--- src/rtl/reset_sequencer_pkg.sv ---
// Shared types and constants for the reset sequencer.
package reset_sequencer_pkg;

  // Width of the HOLD/GAP cycle counter.
  localparam int unsigned CntWidth = 16;

  // Sequencer states. Encoding 2'd3 is unused and recovers to StHold.
  typedef enum logic [1:0] {
    StHold = 2'd0,
    StGap  = 2'd1,
    StRun  = 2'd2
  } seq_state_e;

endpackage

--- src/rtl/reset_sequencer_sync.sv ---
// Multi-flop synchronizer for one asynchronous single-bit input.
// The flops clear synchronously to 0 while i_rst is high.
module reset_sequencer_sync #(
  parameter int unsigned STAGES = 2
) (
  input  logic i_clk,
  input  logic i_rst,
  input  logic i_d,
  output logic o_q
);

  logic [STAGES-1:0] r_chain;

  // Shift the asynchronous input through the flop chain.
  always_ff @(posedge i_clk) begin
    if (i_rst) begin
      r_chain <= '0;
    end else begin
      r_chain <= {r_chain[STAGES-2:0], i_d};
    end
  end

  assign o_q = r_chain[STAGES-1];

endmodule

--- src/rtl/reset_sequencer.sv ---
// Power-on reset sequencer: holds peripheral and core resets until the PLL is
// locked and the board button is released, then releases peripherals first and
// the core STAGE_GAP cycles later.
// Optional feature: define RST_SEQ_DEBOUNCE_EN to filter the button input.
module reset_sequencer
  import reset_sequencer_pkg::*;
#(
  parameter int unsigned SYNC_STAGES     = 2,
  parameter int unsigned HOLD_CYCLES     = 16,
  parameter int unsigned STAGE_GAP       = 8,
  parameter int unsigned DEBOUNCE_CYCLES = 4
) (
  input  logic       clk_sys,
  input  logic       rst_sys,
  input  logic       pll_locked_i,
  input  logic       ext_rst_ni,
  output logic       rst_periph_no,
  output logic       rst_core_no,
  output logic       rst_done_o,
  output logic [1:0] seq_state_o
);

  localparam logic [CntWidth-1:0] HoldLast = CntWidth'(HOLD_CYCLES - 1);
  localparam logic [CntWidth-1:0] GapLast  = CntWidth'(STAGE_GAP - 1);

  if (SYNC_STAGES < 2 || SYNC_STAGES > 4 || HOLD_CYCLES < 1 || HOLD_CYCLES > 65535 ||
      STAGE_GAP < 1 || STAGE_GAP > 65535 || DEBOUNCE_CYCLES < 1 ||
      DEBOUNCE_CYCLES > 65535) begin : g_param_check
    $error("reset_sequencer: parameter out of legal range");
  end

  logic w_lock_sync;
  logic w_btn_sync;
  logic w_btn_released;
  logic w_inputs_ok;

  reset_sequencer_sync #(
    .STAGES (SYNC_STAGES)
  ) u_sync_lock (
    .i_clk (clk_sys),
    .i_rst (rst_sys),
    .i_d   (pll_locked_i),
    .o_q   (w_lock_sync)
  );

  reset_sequencer_sync #(
    .STAGES (SYNC_STAGES)
  ) u_sync_btn (
    .i_clk (clk_sys),
    .i_rst (rst_sys),
    .i_d   (ext_rst_ni),
    .o_q   (w_btn_sync)
  );

`ifdef RST_SEQ_DEBOUNCE_EN
  localparam logic [CntWidth-1:0] DbLast = CntWidth'(DEBOUNCE_CYCLES - 1);

  logic                r_btn_filt;
  logic [CntWidth-1:0] r_db_cnt;

  // Accept a new button level only after it differs from the filtered level
  // for DEBOUNCE_CYCLES consecutive cycles; any return to the old level restarts.
  always_ff @(posedge clk_sys) begin
    if (rst_sys) begin
      r_btn_filt <= 1'b0;
      r_db_cnt   <= '0;
    end else if (w_btn_sync != r_btn_filt) begin
      if (r_db_cnt == DbLast) begin
        r_btn_filt <= w_btn_sync;
        r_db_cnt   <= '0;
      end else begin
        r_db_cnt <= r_db_cnt + CntWidth'(1);
      end
    end else begin
      r_db_cnt <= '0;
    end
  end

  assign w_btn_released = r_btn_filt;
`else
  assign w_btn_released = w_btn_sync;
`endif

  assign w_inputs_ok = w_lock_sync & w_btn_released;

  seq_state_e          r_state;
  logic [CntWidth-1:0] r_cnt;
  logic                r_periph_n;
  logic                r_core_n;
  logic                r_done;

  // Sequencer FSM; outputs are loaded from the next-state decode so they
  // switch on the same edge as the state.
  always_ff @(posedge clk_sys) begin
    if (rst_sys || !w_inputs_ok) begin
      r_state    <= StHold;
      r_cnt      <= '0;
      r_periph_n <= 1'b0;
      r_core_n   <= 1'b0;
      r_done     <= 1'b0;
    end else begin
      case (r_state)
        StHold: begin
          if (r_cnt == HoldLast) begin
            r_state    <= StGap;
            r_cnt      <= '0;
            r_periph_n <= 1'b1;
          end else begin
            r_cnt      <= r_cnt + CntWidth'(1);
            r_periph_n <= 1'b0;
          end
          r_core_n <= 1'b0;
          r_done   <= 1'b0;
        end
        StGap: begin
          if (r_cnt == GapLast) begin
            r_state  <= StRun;
            r_cnt    <= '0;
            r_core_n <= 1'b1;
            r_done   <= 1'b1;
          end else begin
            r_cnt    <= r_cnt + CntWidth'(1);
            r_core_n <= 1'b0;
            r_done   <= 1'b0;
          end
          r_periph_n <= 1'b1;
        end
        StRun: begin
          r_cnt      <= '0;
          r_periph_n <= 1'b1;
          r_core_n   <= 1'b1;
          r_done     <= 1'b1;
        end
        default: begin
          r_state    <= StHold;
          r_cnt      <= '0;
          r_periph_n <= 1'b0;
          r_core_n   <= 1'b0;
          r_done     <= 1'b0;
        end
      endcase
    end
  end

  assign rst_periph_no = r_periph_n;
  assign rst_core_no   = r_core_n;
  assign rst_done_o    = r_done;
  assign seq_state_o   = r_state;

endmodule

--- config.mk ---
export PLATFORM = sky130hd
export DESIGN_NAME = reset_sequencer
export DESIGN_NICKNAME = d
export VERILOG_FILES = /design/src/rtl/reset_sequencer_pkg.sv /design/src/rtl/reset_sequencer_sync.sv /design/src/rtl/reset_sequencer.sv
export SDC_FILE = /design/constraint.sdc
export NUM_CORES = 1
export LEC_CHECK = 0
export BUFFER_PORTS_ARGS = -buffer_cell sky130_fd_sc_hd__buf_2
export CAP_MARGIN = 15
export CORE_MARGIN = 3
export CORE_UTILIZATION = 35
export CTS_CLUSTER_SIZE = 20
export DETAILED_ROUTE_END_ITERATION = 8
export GPL_TIMING_DRIVEN = 0
export PLACE_DENSITY = 0.58
export SLEW_MARGIN = 5
export SYNTH_ARGS = -nofsm -noshare
export SYNTH_HDL_FRONTEND = slang
export SYNTH_HIERARCHICAL = 1
export SYNTH_SLANG_ARGS = --single-unit
--- constraint.sdc ---
create_clock -name clk_sys -period 2 [get_ports clk_sys]
set_input_delay 0.4 -clock clk_sys [delete_from_list [all_inputs] [get_ports clk_sys]]
set_output_delay 0.4 -clock clk_sys [all_outputs]
set_load 0.05 [all_outputs]
==> metrics.txt <==
# TYPE chip_impl_metric gauge
chip_impl_info{name="cp-end-kind",value="register"} 1
chip_impl_metric{name="cts_sinks",unit=""} 24
chip_impl_metric{name="postSynthNetCount",unit=""} 127
chip_impl_metric{name="grt.overflow.total",unit=""} 0
chip_impl_metric{name="minimum_clock_period_after_layout",unit="ns"} 2.148
chip_impl_metric{name="max_slew_margin",unit="%"} 66.89
chip_impl_metric{name="io_pins",unit=""} 9
chip_impl_info{name="synth_most_common_cell",value="sky130_fd_sc_hd__dfxtp_1"} 1
chip_impl_metric{name="drc_errors",unit=""} 0
chip_impl_metric{name="timing.hold.worst_path_depth",unit=""} 2
chip_impl_metric{name="drive_above_1_share",unit="%"} 36.23
chip_impl_metric{name="final_setup_tns",unit="ns"} -0.7094
chip_impl_metric{name="grt_pass1_wl",unit="um"} 3581
chip_impl_metric{name="pin_count_of_the_biggest_net_entering_global_routing",unit=""} 15
chip_impl_metric{name="synth-seq-area-share",unit="%"} 44.60
chip_impl_metric{name="slew_at_the_pin_closest_to_its_max_slew_limit",unit="ns"} 0.4966
chip_impl_metric{name="clock_insertion_delay_worst_skew",unit="ns"} 0.32
chip_impl_info{name="master_of_the_slowest_instance_on_the_critical_path",value="sky130_fd_sc_hd__or4_4"} 1
chip_impl_info{name="timing.hold.worst.start",value="rst_sys"} 1
chip_impl_metric{name="detailed_place_hpwl",unit="um"} 1340
chip_impl_metric{name="final-hold-violation-count",unit=""} 0
chip_impl_metric{name="synthesis.instances",unit=""} 118
chip_impl_metric{name="drt-pass1-iter-count",unit=""} 4
chip_impl_metric{name="port_buffers",unit=""} 8
chip_impl_metric{name="area_fraction_of_the_dominant_cell_type_after_synthesis",unit="%"} 44.60
chip_impl_metric{name="total_power",unit="uW"} 840.8
chip_impl_info{name="path_type_of_the_worst_min_delay_path",value="input port to register"} 1
chip_impl_metric{name="fp.dieW",unit="um"} 61.48
chip_impl_metric{name="fmax",unit="GHz"} 0.4656
chip_impl_metric{name="vias",unit=""} 870
chip_impl_metric{name="final_worst_path_cycle_share",unit="%"} 107.4
chip_impl_info{name="violations",value="negative setup slack"} 1
chip_impl_info{name="hold-path-endpoint",value="u_sync_lock/r_chain[1]"} 1
chip_impl_metric{name="critPathArrivalTime",unit="ns"} 2.42
chip_impl_metric{name="cellPowerDensity",unit="nW/um2"} 609.2
chip_impl_info{name="critical_path_class",value="register to register"} 1
chip_impl_metric{name="whs",unit="ns"} 0.2778
chip_impl_metric{name="cts-buffers-inserted",unit=""} 3
chip_impl_metric{name="avgViaCountPerCell",unit=""} 5.148
chip_impl_info{name="synthFlopType",value="sky130_fd_sc_hd__dfxtp_1"} 1
chip_impl_metric{name="final_net_count",unit=""} 148
chip_impl_info{name="synth_common_cells",value="24 x sky130_fd_sc_hd__dfxtp_1, 19 x sky130_fd_sc_hd__nor2_1, 12 x sky130_fd_sc_hd__xnor2_1, 7 x sky130_fd_sc_hd__nand2_1, 6 x sky130_fd_sc_hd__nor4_1"} 1
chip_impl_metric{name="routed_wire_length_per_instance",unit="um"} 13.45
chip_impl_metric{name="antenna_found_initial",unit=""} 0
chip_impl_metric{name="cts_htree_levels",unit=""} 1
chip_impl_metric{name="post_synth.cell_area_avg",unit="um2"} 9.130
chip_impl_info{name="ctsRootBufferMaster",value="sky130_fd_sc_hd__clkbuf_4"} 1
chip_impl_metric{name="clock_tree.buffer_depth",unit=""} 2
chip_impl_metric{name="grt_usage",unit="%"} 12.83
chip_impl_info{name="critical_path.startpoint_type",value="register"} 1
chip_impl_metric{name="floorplan.initialDensity",unit="%"} 37.76
chip_impl_metric{name="p_leak",unit="nW"} 0.4704
chip_impl_metric{name="synth_enable_flop_cells",unit=""} 0
chip_impl_metric{name="clock-skew-final",unit="ns"} 0.005811
chip_impl_metric{name="worst_r2r_path_depth",unit=""} 4
chip_impl_info{name="rsz0062_at_grt",value="true"} 1
chip_impl_metric{name="timing.final.setup_violations",unit=""} 19
chip_impl_info{name="reg_to_reg_end",value="seq_state_o[0]"} 1
chip_impl_metric{name="gpl.final_weighted_congestion",unit=""} 0.7936
chip_impl_metric{name="cts-hold-fix-buffers",unit=""} 0
chip_impl_info{name="run_status",value="finished, violations left"} 1
chip_impl_metric{name="yosys.cell_types.count",unit=""} 28
chip_impl_metric{name="synth_seq_cells",unit=""} 24
chip_impl_info{name="tritoncts_clock_tree",value="built"} 1
chip_impl_metric{name="die_area",unit="um2"} 3780
chip_impl_metric{name="cpPeakStageDelay",unit="ns"} 0.57
chip_impl_metric{name="area_growth_syn_to_layout",unit="%"} 28.11
chip_impl_metric{name="r2r_setup_slack",unit="ns"} -0.15
chip_impl_metric{name="slew_viol_final",unit=""} 0
chip_impl_metric{name="floorplan.rows",unit=""} 19
chip_impl_metric{name="async_reset_ff_share",unit="%"} 0
chip_impl_metric{name="share_comb_of_total_power",unit="%"} 1.0
chip_impl_info{name="critical_path.cell_chain",value="or4_4 -> or4_4 -> or4b_4 -> a21oi_2"} 1
chip_impl_metric{name="drtIter0Drc",unit=""} 7
chip_impl_info{name="critPathTopFamily",value="simple AND/OR/NAND/NOR gates"} 1
chip_impl_metric{name="timing.critical_path.fanout_max",unit=""} 4
chip_impl_metric{name="p_sw",unit="uW"} 154.1
chip_impl_info{name="crit-reg2reg-launch",value="r_cnt[9]"} 1
chip_impl_info{name="synth_top_cells_by_area",value="sky130_fd_sc_hd__dfxtp_1 45%, sky130_fd_sc_hd__xnor2_1 9.8%, sky130_fd_sc_hd__nor2_1 6.6%"} 1
chip_impl_metric{name="die-height",unit="um"} 61.48
chip_impl_metric{name="timing.critical_path.required",unit="ns"} 2.27
chip_impl_metric{name="clkPwrFrac",unit="%"} 41.9
chip_impl_metric{name="first_global_vias",unit=""} 797
chip_impl_info{name="most_frequent_cell_on_the_critical_path",value="sky130_fd_sc_hd__or4_4"} 1
chip_impl_metric{name="internal_power",unit="uW"} 686.7
chip_impl_metric{name="setup_ws",unit="ns"} -0.1478
chip_impl_info{name="synth_area_leader_cell",value="sky130_fd_sc_hd__dfxtp_1"} 1
chip_impl_metric{name="core-area",unit="um2"} 2853
chip_impl_metric{name="n_antenna_cell",unit=""} 0
chip_impl_metric{name="sequentialPowerShare",unit="%"} 57.1
chip_impl_metric{name="timing.max_cap.violations",unit=""} 0
chip_impl_metric{name="yosys_warnings",unit=""} 6
chip_impl_metric{name="switching_share",unit="%"} 18.33
chip_impl_metric{name="wirelength",unit="um"} 2273
chip_impl_metric{name="cp_num_buf_inv",unit=""} 0
chip_impl_metric{name="post_synth_instance_area",unit="um2"} 1077
chip_impl_metric{name="cts.clk_slew.worst_paths",unit="ns"} 0.13
chip_impl_metric{name="drtAntennaViolNets",unit=""} 0
chip_impl_metric{name="vdd_ir_drop_max",unit="uV"} 454.6
## cells by family (layout without fill, tap and decap cells)
logic type | Yosys count | in the layout | share of synthesized area, %
AND/OR/NAND/NOR | 57 | 57 | 27.53
flip-flops | 24 | 24 | 44.60
XOR/XNOR | 14 | 14 | 11.38
buffers and inverters | 9 | 29 | 3.717
AO/OA/AOI/OAI | 8 | 8 | 5.923
adder cells (fa/ha/maj) | 5 | 5 | 5.807
multiplexers | 1 | 1 | 1.045
## sequential cells by signal (all words and copies together) (netlist names)
name	count
r_cnt	16
seq_state_o	2
u_sync_btn/r_chain	2
u_sync_lock/r_chain	2
rst_done_o	1
rst_periph_no	1
## worst max path at each step
stage               from             end  slack, ns  cells past startpoint
2_1_floorplan  r_cnt[12]  seq_state_o[0]      -0.11                      5
3_3_place_gp   r_cnt[12]        r_cnt[3]      -0.32                      6
3_5_place_dp   r_cnt[13]       r_cnt[13]      -0.32                      6
4_1_cts         r_cnt[8]  seq_state_o[0]      -0.15                      4
5_1_grt        r_cnt[12]  seq_state_o[0]      -0.19                      4
6_report        r_cnt[9]  seq_state_o[0]      -0.15                      4
## placed cells by master (no fill, tap or decap), types with 2 or more instances in the layout
master,Yosys,routed
sky130_fd_sc_hd__nor2b_1,4,4
sky130_fd_sc_hd__clkbuf_4,0,3
sky130_fd_sc_hd__xnor2_1,12,12
sky130_fd_sc_hd__buf_2,2,8
sky130_fd_sc_hd__dfxtp_1,24,18
sky130_fd_sc_hd__nor2_2,0,9
sky130_fd_sc_hd__buf_4,1,8
sky130_fd_sc_hd__xor2_1,2,2
sky130_fd_sc_hd__nor2_4,0,2
sky130_fd_sc_hd__or4_4,0,3
sky130_fd_sc_hd__dfxtp_4,0,2
sky130_fd_sc_hd__nor4_1,6,6
sky130_fd_sc_hd__nand3_1,4,4
sky130_fd_sc_hd__dfxtp_2,0,4
sky130_fd_sc_hd__ha_1,5,5
sky130_fd_sc_hd__buf_6,0,3
sky130_fd_sc_hd__nor3_1,3,3
sky130_fd_sc_hd__inv_1,5,5
sky130_fd_sc_hd__nand2_1,7,6
sky130_fd_sc_hd__nor2_1,19,8
sky130_fd_sc_hd__or4_1,5,2
sky130_fd_sc_hd__nand4_1,5,5
## stage by stage
step           area (um2)  util [%]  setup WS [ns]  cells
2_1_floorplan        1089         -        -0.1115    118
3_3_place_gp         1167     40.92        -0.3194    157
3_5_place_dp         1167     40.92        -0.3185    157
4_1_cts              1277     44.78        -0.1491    165
5_1_grt              1380     48.38        -0.1883    169
6_report             1380     48.38        -0.1478    169
## worst register-to-register path: stages (launching register included)
cell and delay, ns:
sky130_fd_sc_hd__dfxtp_4 0.38, sky130_fd_sc_hd__or4_4 0.53, sky130_fd_sc_hd__or4_4 0.57, sky130_fd_sc_hd__or4b_4 0.50, sky130_fd_sc_hd__a21oi_2 0.12
## timing repair
item,in CTS,in global routing
resized for setup,9,23
gates cloned,0,1
setup buffers,5,3
endpoints found under the setup margin,18,20
pin swaps,3,11
## layer usage
layer  routed length (um)  vias up  track usage [%]
met4                   30        0            4.545
met2                 1146       10            22.27
met5                    0        -                0
met1                 1031      405            15.28
met3                   64        5            3.145
li1                     -      450                -
## power groups by stage
| stage | clock [mW] | combinational, mW | sequential [mW] |
|---|---|---|---|
| after floorplan | 0 | 0.00343 | 0.493 |
| after global placement | 0 | 0.00738 | 0.493 |
| after detailed placement | 0 | 0.00761 | 0.493 |
| after CTS | 0.365 | 0.00796 | 0.481 |
| after global routing | 0.379 | 0.00974 | 0.481 |
| final | 0.352 | 0.00868 | 0.480 |
## area by class of cell
type / count / area, um2
tap: 31 / 38.79
multi-input combinational: 85 / 639.4
clock buffer: 3 / 22.52
sequential: 24 / 493.0
clock inverter: 1 / 30.03
timing repair buffer: 17 / 115.1
inverter: 5 / 18.77
fill: 268 / 1473
buffer: 3 / 22.52
(Power assumes the default switching activity.)
